==> src/rtl/fuel_pump_pkg.sv <==
// Shared types and constants for the fuel dispenser: FSM state encoding,
// default meter resolution and the liter ceiling.
`timescale 1ns/1ps
package fuel_pump_pkg;

  localparam int unsigned DEFAULT_PULSES_PER_LITER = 10;
  localparam logic [7:0]  MAX_LITERS               = 8'd255;

  typedef enum logic [1:0] {
    IDLE       = 2'd0,
    ARMED      = 2'd1,
    DISPENSING = 2'd2,
    FINISH     = 2'd3
  } state_e;

  // A preset of zero means "no preset", i.e. dispense up to the ceiling.
  function automatic logic [7:0] effective_limit(input logic [7:0] preset);
    return (preset == 8'd0) ? MAX_LITERS : preset;
  endfunction

endpackage

==> src/rtl/pulse_sync.sv <==
// Two-flop synchronizer for the flow-meter input followed by a rising-edge
// detector; rise is high for exactly one clk cycle per synchronized rise.
`timescale 1ns/1ps
module pulse_sync (
  input  logic clk,
  input  logic rst_n,
  input  logic async_in,
  output logic rise
);

  logic meta_q;
  logic sync_q;
  logic prev_q;

  // Synchronizer chain plus one delay stage for edge detection.
  always_ff @(posedge clk or negedge rst_n) begin
    if (!rst_n) begin
      meta_q <= 1'b0;
      sync_q <= 1'b0;
      prev_q <= 1'b0;
    end else begin
      meta_q <= async_in;
      sync_q <= meta_q;
      prev_q <= sync_q;
    end
  end

  assign rise = sync_q & ~prev_q;

endmodule

==> src/rtl/fuel_dispense_controller.sv <==
// Fuel dispense controller: sale FSM, latched liter limit, per-liter pulse
// sub-counter and the whole-liter fuel_amount counter.
`timescale 1ns/1ps
module fuel_dispense_controller
  import fuel_pump_pkg::*;
#(
  parameter int unsigned PULSES_PER_LITER = DEFAULT_PULSES_PER_LITER
) (
  input  logic       clk,
  input  logic       rst_n,
  input  logic       start,
  input  logic       stop,
  input  logic       nozzle_in,
  input  logic       flow_pulse,
  input  logic [7:0] preset_liters,
  output logic [7:0] fuel_amount,
  output logic       pump_on,
  output logic       busy,
  output logic       done
);

  localparam logic [7:0] SUB_LAST = 8'(PULSES_PER_LITER - 1);

  state_e     state_q, state_d;
  logic [7:0] fuel_q, fuel_d;
  logic [7:0] sub_q, sub_d;
  logic [7:0] limit_q, limit_d;
  logic       pump_on_q, busy_q, done_q;
  logic       rise_s;

  pulse_sync u_pulse_sync (
    .clk      (clk),
    .rst_n    (rst_n),
    .async_in (flow_pulse),
    .rise     (rise_s)
  );

  // Next-state and counter update logic.
  always_comb begin
    state_d = state_q;
    fuel_d  = fuel_q;
    sub_d   = sub_q;
    limit_d = limit_q;
    case (state_q)
      IDLE: begin
        if (start) begin
          state_d = ARMED;
          fuel_d  = 8'd0;
          sub_d   = 8'd0;
          limit_d = effective_limit(preset_liters);
        end else begin
          state_d = IDLE;
        end
      end
      ARMED: begin
        if (stop) begin
          state_d = IDLE;
        end else if (nozzle_in) begin
          state_d = DISPENSING;
        end else begin
          state_d = ARMED;
        end
      end
      DISPENSING: begin
        if (rise_s) begin
          if (sub_q >= SUB_LAST) begin
            sub_d = 8'd0;
            // Guard keeps the count at or below the limit even if it were reached.
            if (fuel_q < limit_q) begin
              fuel_d = fuel_q + 8'd1;
            end else begin
              fuel_d = fuel_q;
            end
          end else begin
            sub_d = sub_q + 8'd1;
          end
        end else begin
          sub_d = sub_q;
        end
        // Using fuel_d lets a liter completed this cycle end the sale at once.
        if ((fuel_d == limit_q) || stop || !nozzle_in) begin
          state_d = FINISH;
        end else begin
          state_d = DISPENSING;
        end
      end
      FINISH: begin
        state_d = IDLE;
        sub_d   = 8'd0;
      end
      default: begin
        state_d = IDLE;
        sub_d   = 8'd0;
      end
    endcase
  end

  // State, counters and registered outputs derived from the next state.
  always_ff @(posedge clk or negedge rst_n) begin
    if (!rst_n) begin
      state_q   <= IDLE;
      fuel_q    <= 8'd0;
      sub_q     <= 8'd0;
      limit_q   <= MAX_LITERS;
      pump_on_q <= 1'b0;
      busy_q    <= 1'b0;
      done_q    <= 1'b0;
    end else begin
      state_q   <= state_d;
      fuel_q    <= fuel_d;
      sub_q     <= sub_d;
      limit_q   <= limit_d;
      pump_on_q <= (state_d == DISPENSING);
      busy_q    <= (state_d != IDLE);
      done_q    <= (state_d == FINISH);
    end
  end

  assign fuel_amount = fuel_q;
  assign pump_on     = pump_on_q;
  assign busy        = busy_q;
  assign done        = done_q;

endmodule

==> config.mk <==
export PLATFORM = sky130hd
export DESIGN_NAME = fuel_dispense_controller
export DESIGN_NICKNAME = d
export VERILOG_FILES = /design/src/rtl/fuel_pump_pkg.sv /design/src/rtl/pulse_sync.sv /design/src/rtl/fuel_dispense_controller.sv
export SDC_FILE = /design/constraint.sdc
export NUM_CORES = 1
export LEC_CHECK = 0
export ABC_AREA = 1
export CORE_ASPECT_RATIO = 0.5
export CORE_MARGIN = 2
export CORE_UTILIZATION = 25
export DETAILED_ROUTE_END_ITERATION = 8
export PLACE_DENSITY = 0.46
export SETUP_SLACK_MARGIN = 0.15
export SLEW_MARGIN = 30
export SYNTH_ARGS = -nofsm -noshare
export SYNTH_HDL_FRONTEND = slang
export SYNTH_SLANG_ARGS = --single-unit
==> constraint.sdc <==
create_clock -name clk -period 1.9 [get_ports clk]
set_input_delay 0.19 -clock clk [delete_from_list [all_inputs] [get_ports clk]]
set_output_delay 0.19 -clock clk [all_outputs]
set_load 0.05 [all_outputs]
# Word-level counts from Yosys, hierarchy flattened
# Cells that the tools add are included.
[classes]
n_lt_le_gt_ge = 2
muxes = 15
addsub = 2
eq_ne = 8
bitwise_logic = 2
reduce_logical = 11
[ops]
columns = ["op", "count"]
rows = [
  ["$mux W8", 8],
  ["$pmux W8 S3", 1],
  ["$add A8 B1 Y8 const B", 2],
  ["$pmux W8 S2", 1],
  ["$eq A2 B2 Y1 const B", 4],
  ["$eq A8 B8 Y1", 1],
  ["$ge A8 B4 Y1 const B", 1],
  ["$logic_not A8 Y1", 1],
  ["$lt A8 B8 Y1", 1],
  ["$pmux W2 S4", 1],
  ["$mux W2", 2],
  ["$ne A2 B2 Y1 const B", 2],
  ["$reduce_and A2 Y1", 2],
  ["$reduce_bool A2 Y1", 2],
  ["$reduce_and A3 Y1", 1],
  ["$reduce_bool A3 Y1", 1],
  ["$eq A2 B1 Y1 const B", 1],
  ["$logic_not A2 Y1", 1],
  ["$logic_or A1 B1 Y1", 2],
  ["$mux W1", 2],
  ["$and A1 B1 Y1", 1],
  ["$logic_not A1 Y1", 1],
  ["$not A1 Y1", 1],
]
[totals]
regBits = 32
in_bits = 14
wordCells = 50

# Logic depth before layout (Yosys ltp)
[logic_depth]
depth_word = 11
mapped_depth = 19
mapped_depth_nobuf = 19

# By module
# A second synthesis with hierarchy kept.
[hier_totals]
hier_cells = 257
area_unflattened_um2 = 1974.4
[modules_own_cells]
columns = ["mod", "cells_each", "seq_area_each_um2", "area_per_inst_um2", "instances"]
rows = [
  ["fuel_dispense_controller", 252, 735.7, 1889.3, 1],
  ["pulse_sync", 5, 75.1, 85.1, 1],
]

# Least setup slack after synthesis
# No wires, ideal clock.
[synth_timing]
path_kind = "reg2reg"
from = "register fuel_q[5], in the netlist fuel_amount[5]"
to = "register pump_on_q, in the netlist pump_on"
setup_time_ns = 0.125
required_ns = 1.775
arrival_time_ns = 2.171
slack_ns = -0.396
path_stages_with_launch = 18
n_path_buf = 0
path_cell_list = "dfrtp_1 ha_1 nand2_1 nand2_1 nand3_1 nand2_1 inv_1 nand4_2 clkinv_1 nand2_1 nand3_1 nand2_1 nor2_1 nand3_1 nand2_1 nand2_2 nand2_2 nor2_2"
[synth_between]
elab_chain_cells = 11
word_cells_on_any_way = 12
[synth_rtl]
columns = ["item", "line_no", "rtl"]
rows = [
  ["start: declaration", "fuel_dispense_controller.sv:25", "logic [7:0] fuel_q, fuel_d;"],
  ["start signal: assignment", "fuel_dispense_controller.sv:110", "fuel_q <= fuel_d;"],
  ["$add A8 B1 Y8 or $lt A8 B8 Y1 (tied branches)", "fuel_dispense_controller.sv:70, fuel_dispense_controller.sv:69", ""],
  ["$mux W8", "fuel_dispense_controller.sv:69", "if (fuel_q < limit_q) begin"],
  ["$mux W8", "fuel_dispense_controller.sv:66", "if (sub_q >= SUB_LAST) begin"],
  ["$mux W8 (*)", "fuel_dispense_controller.sv:65", "if (rise_s) begin"],
  ["$mux W8 (*)", "fuel_dispense_controller.sv:44", "case (state_q)"],
  ["$eq A8 B8 Y1 (*)", "fuel_dispense_controller.sv:81", "if ((fuel_d == limit_q) || stop || !nozzle_in) begin"],
  ["$logic_or A1 B1 Y1 (*) (2 in a row)", "fuel_dispense_controller.sv:81", ""],
  ["$mux W1 (*)", "fuel_dispense_controller.sv:81", ""],
  ["$pmux W2 S4 (*)", "fuel_dispense_controller.sv:44", ""],
  ["net state_d[0]", "fuel_dispense_controller.sv:24", "state_e state_q, state_d;"],
  ["$eq A2 B2 Y1 (*)", "fuel_dispense_controller.sv:113", "pump_on_q <= (state_d == DISPENSING);"],
  ["end signal: assignment", "fuel_dispense_controller.sv:113", ""],
  ["end: declaration", "fuel_dispense_controller.sv:28", "logic pump_on_q, busy_q, done_q;"],
]
# Mark *: on every way through the listed nets, which the timed path passes. The rest lies on a longest branch. The select of a mux whose other input is x is not followed.
# A chain may end at the register's enable or synchronous reset.

# Final worst setup path
[layout_timing]
from = "register limit_q[5]"
to = "register pump_on_q, in the netlist pump_on"
[layout_between]
elab_chain_cells = 11
[layout_rtl]
columns = ["item", "line_no", "rtl"]
rows = [
  ["start: declaration", "fuel_dispense_controller.sv:27", "logic [7:0] limit_q, limit_d;"],
  ["start signal: assignment", "fuel_dispense_controller.sv:112", "limit_q <= limit_d;"],
  ["$lt A8 B8 Y1", "fuel_dispense_controller.sv:69", ""],
  ["$mux W8", "fuel_dispense_controller.sv:69", ""],
  ["$mux W8", "fuel_dispense_controller.sv:66", ""],
  ["$mux W8", "fuel_dispense_controller.sv:65", ""],
  ["$mux W8", "fuel_dispense_controller.sv:44", ""],
  ["$eq A8 B8 Y1 (*)", "fuel_dispense_controller.sv:81", ""],
  ["$logic_or A1 B1 Y1 (*) (2 in a row)", "fuel_dispense_controller.sv:81", ""],
  ["$mux W1 (*)", "fuel_dispense_controller.sv:81", ""],
  ["$pmux W2 S4 (*)", "fuel_dispense_controller.sv:44", ""],
  ["net state_d[0]", "fuel_dispense_controller.sv:24", ""],
  ["$eq A2 B2 Y1 (*)", "fuel_dispense_controller.sv:113", ""],
]
# Marked as above.

==> summary.md <==
| Metric | Value |
|---|---|
| Status | complete, but fails checks |
| Failing checks | negative setup slack |
| Final Util | 0.448 |
| Vias | 2023 |
| P_leak | 1.51 nW |
| Worst Skew | 0.00579 ns |
| Drt pass-1 iters | 4 |
| Main combinational cell family by area after synthesis | simple AND/OR/NAND/NOR gates |
| WP buf/inv | 3 |
| Area taken by flip-flops and latches | 820 um^2 |
| Synth Area in Compound Gates | 0.104 |
| Gr usage total | 0.141 |
| Vias/cell | 4.40 |
| Area leader, netlist | dfrtp_1 |
| Pwr/cell area | 1080 nW/um^2 |
| Die Wd | 130 um |
| Xor/xnor share of the synthesized area | 0 |
| Crit path cell chain | inv_2, ha_4, nand2_2, nor2_4, buf_12, nand2_8, buf_4, nand3_2, nand3_2, nand2_2, nand2_2, nor2_2, nand3_2, nand2_2, nand2_2, nand2_2, nor2_2 |
| Seq/Total Area, Yosys | 0.406 |
| Peak supply drop | 0.445 mV |
| Cell depth of the worst flop-to-flop path | 17 |
| Largest net degree at the start of global routing | 33 |
| CP Capture Type | register |
| Num rows | 22 |
| Synth Area in Adders | 0.0688 |
| Sink Count | 32 |
| # DRC | 0 |
| Fin crit share | 1.21 |
| Setup TNS | -1.21 ns |
| Top cell by count, worst path | nand2_2 |
| Pwr Total | 0.00366 W |
| CTS tree | built |
| Hold Path Class | in -> async |
| Die height | 67.2 um |
| Skew-Pair Late Insertion Delay | 0.28 ns |
| Htree depth | 2 |
| Pre-CTS setup slack | -0.537 ns |
| Simple-gate share of the synthesized area | 0.327 |
| Tmin final | 2.30 ns |
| Top post-synthesis cells by area | dfrtp_1 (30%), nand2_1 (11%), dfstp_2 (11%) |
| Final setup vio count | 5 |
| Hold-fix buffers at CTS | 0 |
| Worst rel slew slack | 0.662 |
| Synthesized instance count | 258 |
| Die area | 8770 um^2 |
| I/O Buffers | 24 |
| Highest-delay cell along the critical path | dfstp_2 |
| Routed len/inst | 13.1 um |
| Top-level port count | 25 |
| FMAX | 0.435 GHz |
| Warnings from Yosys | 0 |
| Initial Util | 0.265 |
| Ant diodes | 0 |
| Post-synthesis average cell area | 7.75 um^2 |
| DP Wirelength | 4340 um |
| Top cell family by delay on the critical path | simple AND/OR/NAND/NOR gates |
| Distinct cells, synth | 30 |
| Clock buffer depth | 2 |
| WP data arrival | 2.46 ns |
| Mux share of post-synthesis cell area | 0 |
| Final hold viol count | 0 |
| Routed Antenna Nets | 0 |
| RSZ-0062 raised after global routing | yes |
| MaxCap Viol Count | 0 |
| Net count after synthesis | 283 |
| Max stage delay on crit path | 0.53 ns |
| Core area | 7540 um^2 |
| GP Congestion | 0.819 |
| Post-layout nets | 376 |
| Clock root cell | clkbuf_16 |
| Tightest Pin Transition | 0.505 ns |
| Final wirelength | 6040 um |
| Critical path peak fanout | 6 |
| CTS clk-pin slew, worst paths | 0.06 ns |
| Synth top area share | 0.300 |
| Setup crit start kind | register |
| Synth Register Bits | 32 |
| Overflow after GRT | 0 |
| Setup ws final | -0.400 ns |
| WP depth | 17 |
| Reg-to-reg slack, setup | -0.40 ns |
| Layout fillers | 755 |
| WP data required | 2.06 ns |
| Initial DRC Count | 77 |
| Post-synthesis cell area | 2000 um^2 |
| Kind of critical path | reg -> reg |
| Max Slew Vio Count | 0 |
| Hold_ws | 0.329 ns |
| Initial antenna violation count | 0 |
| Multi-input gate area | 1320 um^2 |
| Total CTS buffers | 5 |
| First-pass GRT wire length | 9470 um |
| Number of global-route vias before repair | 1957 |
| Layout area overhead | 69.0% |
| Fraction of layout cells with a size suffix above 1 | 0.500 |
==> cells by family (layout without fill, tap and decap cells) <==
logic type | Yosys count | count (layout)
AOI/OAI and AO/OA | 37 | 37
adders and majority gates | 11 | 11
buffers and inverters | 46 | 139
DFF | 32 | 32
and+or+nand+nor | 132 | 133
==> metrics by stage <==
| step | instance area (um^2) | instances |
|---|---|---|
| 2_1_floorplan | 2090 | 258 |
| 3_3_place_gp | 2820 | 438 |
| 3_5_place_dp | 2820 | 438 |
| 4_1_cts | 3120 | 454 |
| 5_1_grt | 3380 | 460 |
| 6_report | 3380 | 460 |
==> path summary, 6_finish.rpt <==
kind / from / end
worst max-delay path: limit_q[5] / pump_on
worst min-delay path: rst_n / sub_q[6]
worst max register to register: limit_q[5] / pump_on
worst min register to register: u_pulse_sync.meta_q / u_pulse_sync.sync_q
max in group asynchronous: rst_n / limit_q[4]
min in group clk: u_pulse_sync.meta_q / u_pulse_sync.sync_q
==> layer usage <==
layer | global-route usage | share of wire
met1 | 0.197 | 0.49
met2 | 0.234 | 0.48
met3 | 0.0246 | 0.019
met4 | 0.0279 | 0.0065
met5 | 0 | 0
==> what timing repair did <==
item	in CTS	in global routing
pin swaps	22	35
endpoints found under the hold margin	0	0
buffers inserted	7	6
resized for setup	33	56
setup endpoints to repair	20	21
cloned	1	0
==> area by class of cell <==
type	count	share of cell area
clock buffers	5	0.0370
clock inverters	3	0.0126
flip-flops and latches	32	0.243
repair buffers	87	0.224
inverters	44	0.0519
multi-input cells	181	0.391
well taps	108	0.0400
==> sequential cells by signal (all words and copies together) (netlist names) <==
register / count
u_pulse_sync.prev_q: 1
busy: 1
state_q: 2
u_pulse_sync.meta_q: 1
done: 1
fuel_amount: 8
pump_on: 1
u_pulse_sync.sync_q: 1
limit_q: 8
sub_q: 8
==> power breakdown <==
group / total [W] / internal (W) / switching [W]
clock: 0.000934 / 0.000616 / 0.000318
sequential: 0.000969 / 0.000886 / 0.0000825
combinational: 0.00176 / 0.000768 / 0.000988
==> placed cells by master (no fill, tap or decap), types with 2 or more instances in the layout <==
cell type and count:
buf_4 53, nand2_1 34, inv_1 32, nand2_2 30
dfrtp_1 17, nand3_1 16, clkdlybuf4s50_1 16, nor2_1 13
nand3_2 11, o21ai_1 11, o21ai_0 10, inv_2 9
dfstp_2 8, dlygate4sd2_1 8, buf_6 8, dfrtp_2 7
nor2_4 6, ha_4 6, nor2_2 5, ha_1 5
clkbuf_16 5, a21oi_1 4, o22ai_1 4, nand2_4 3
nand4_1 3, nor3_2 3, a21oi_4 2, nand3_4 2
a21oi_2 2, nand4_2 2, o22ai_2 2, buf_12 2
==> cells in the mapped netlist <==
cell and n:
buf_12 1, or4_1 1, nor3b_2 1, nand3_1 27, o21ai_0 18, nand2_4 1, inv_1 40, dfstp_2 8
nor2_2 3, clkinv_1 2, nor2_1 19, dfrtp_1 24, o21ai_1 3, nand2_2 8, inv_2 2, nor4_1 1
clkbuf_1 1, nor3_2 2, a21oi_1 6, nand4_1 3, nand4_2 3, nand2_1 58, ha_1 11, nor3_1 1
o22ai_1 6, a21oi_2 2, o21bai_2 1, nor2_4 2, nand3_2 2, a31oi_1 1
Power figures use the tool's default switching activity.
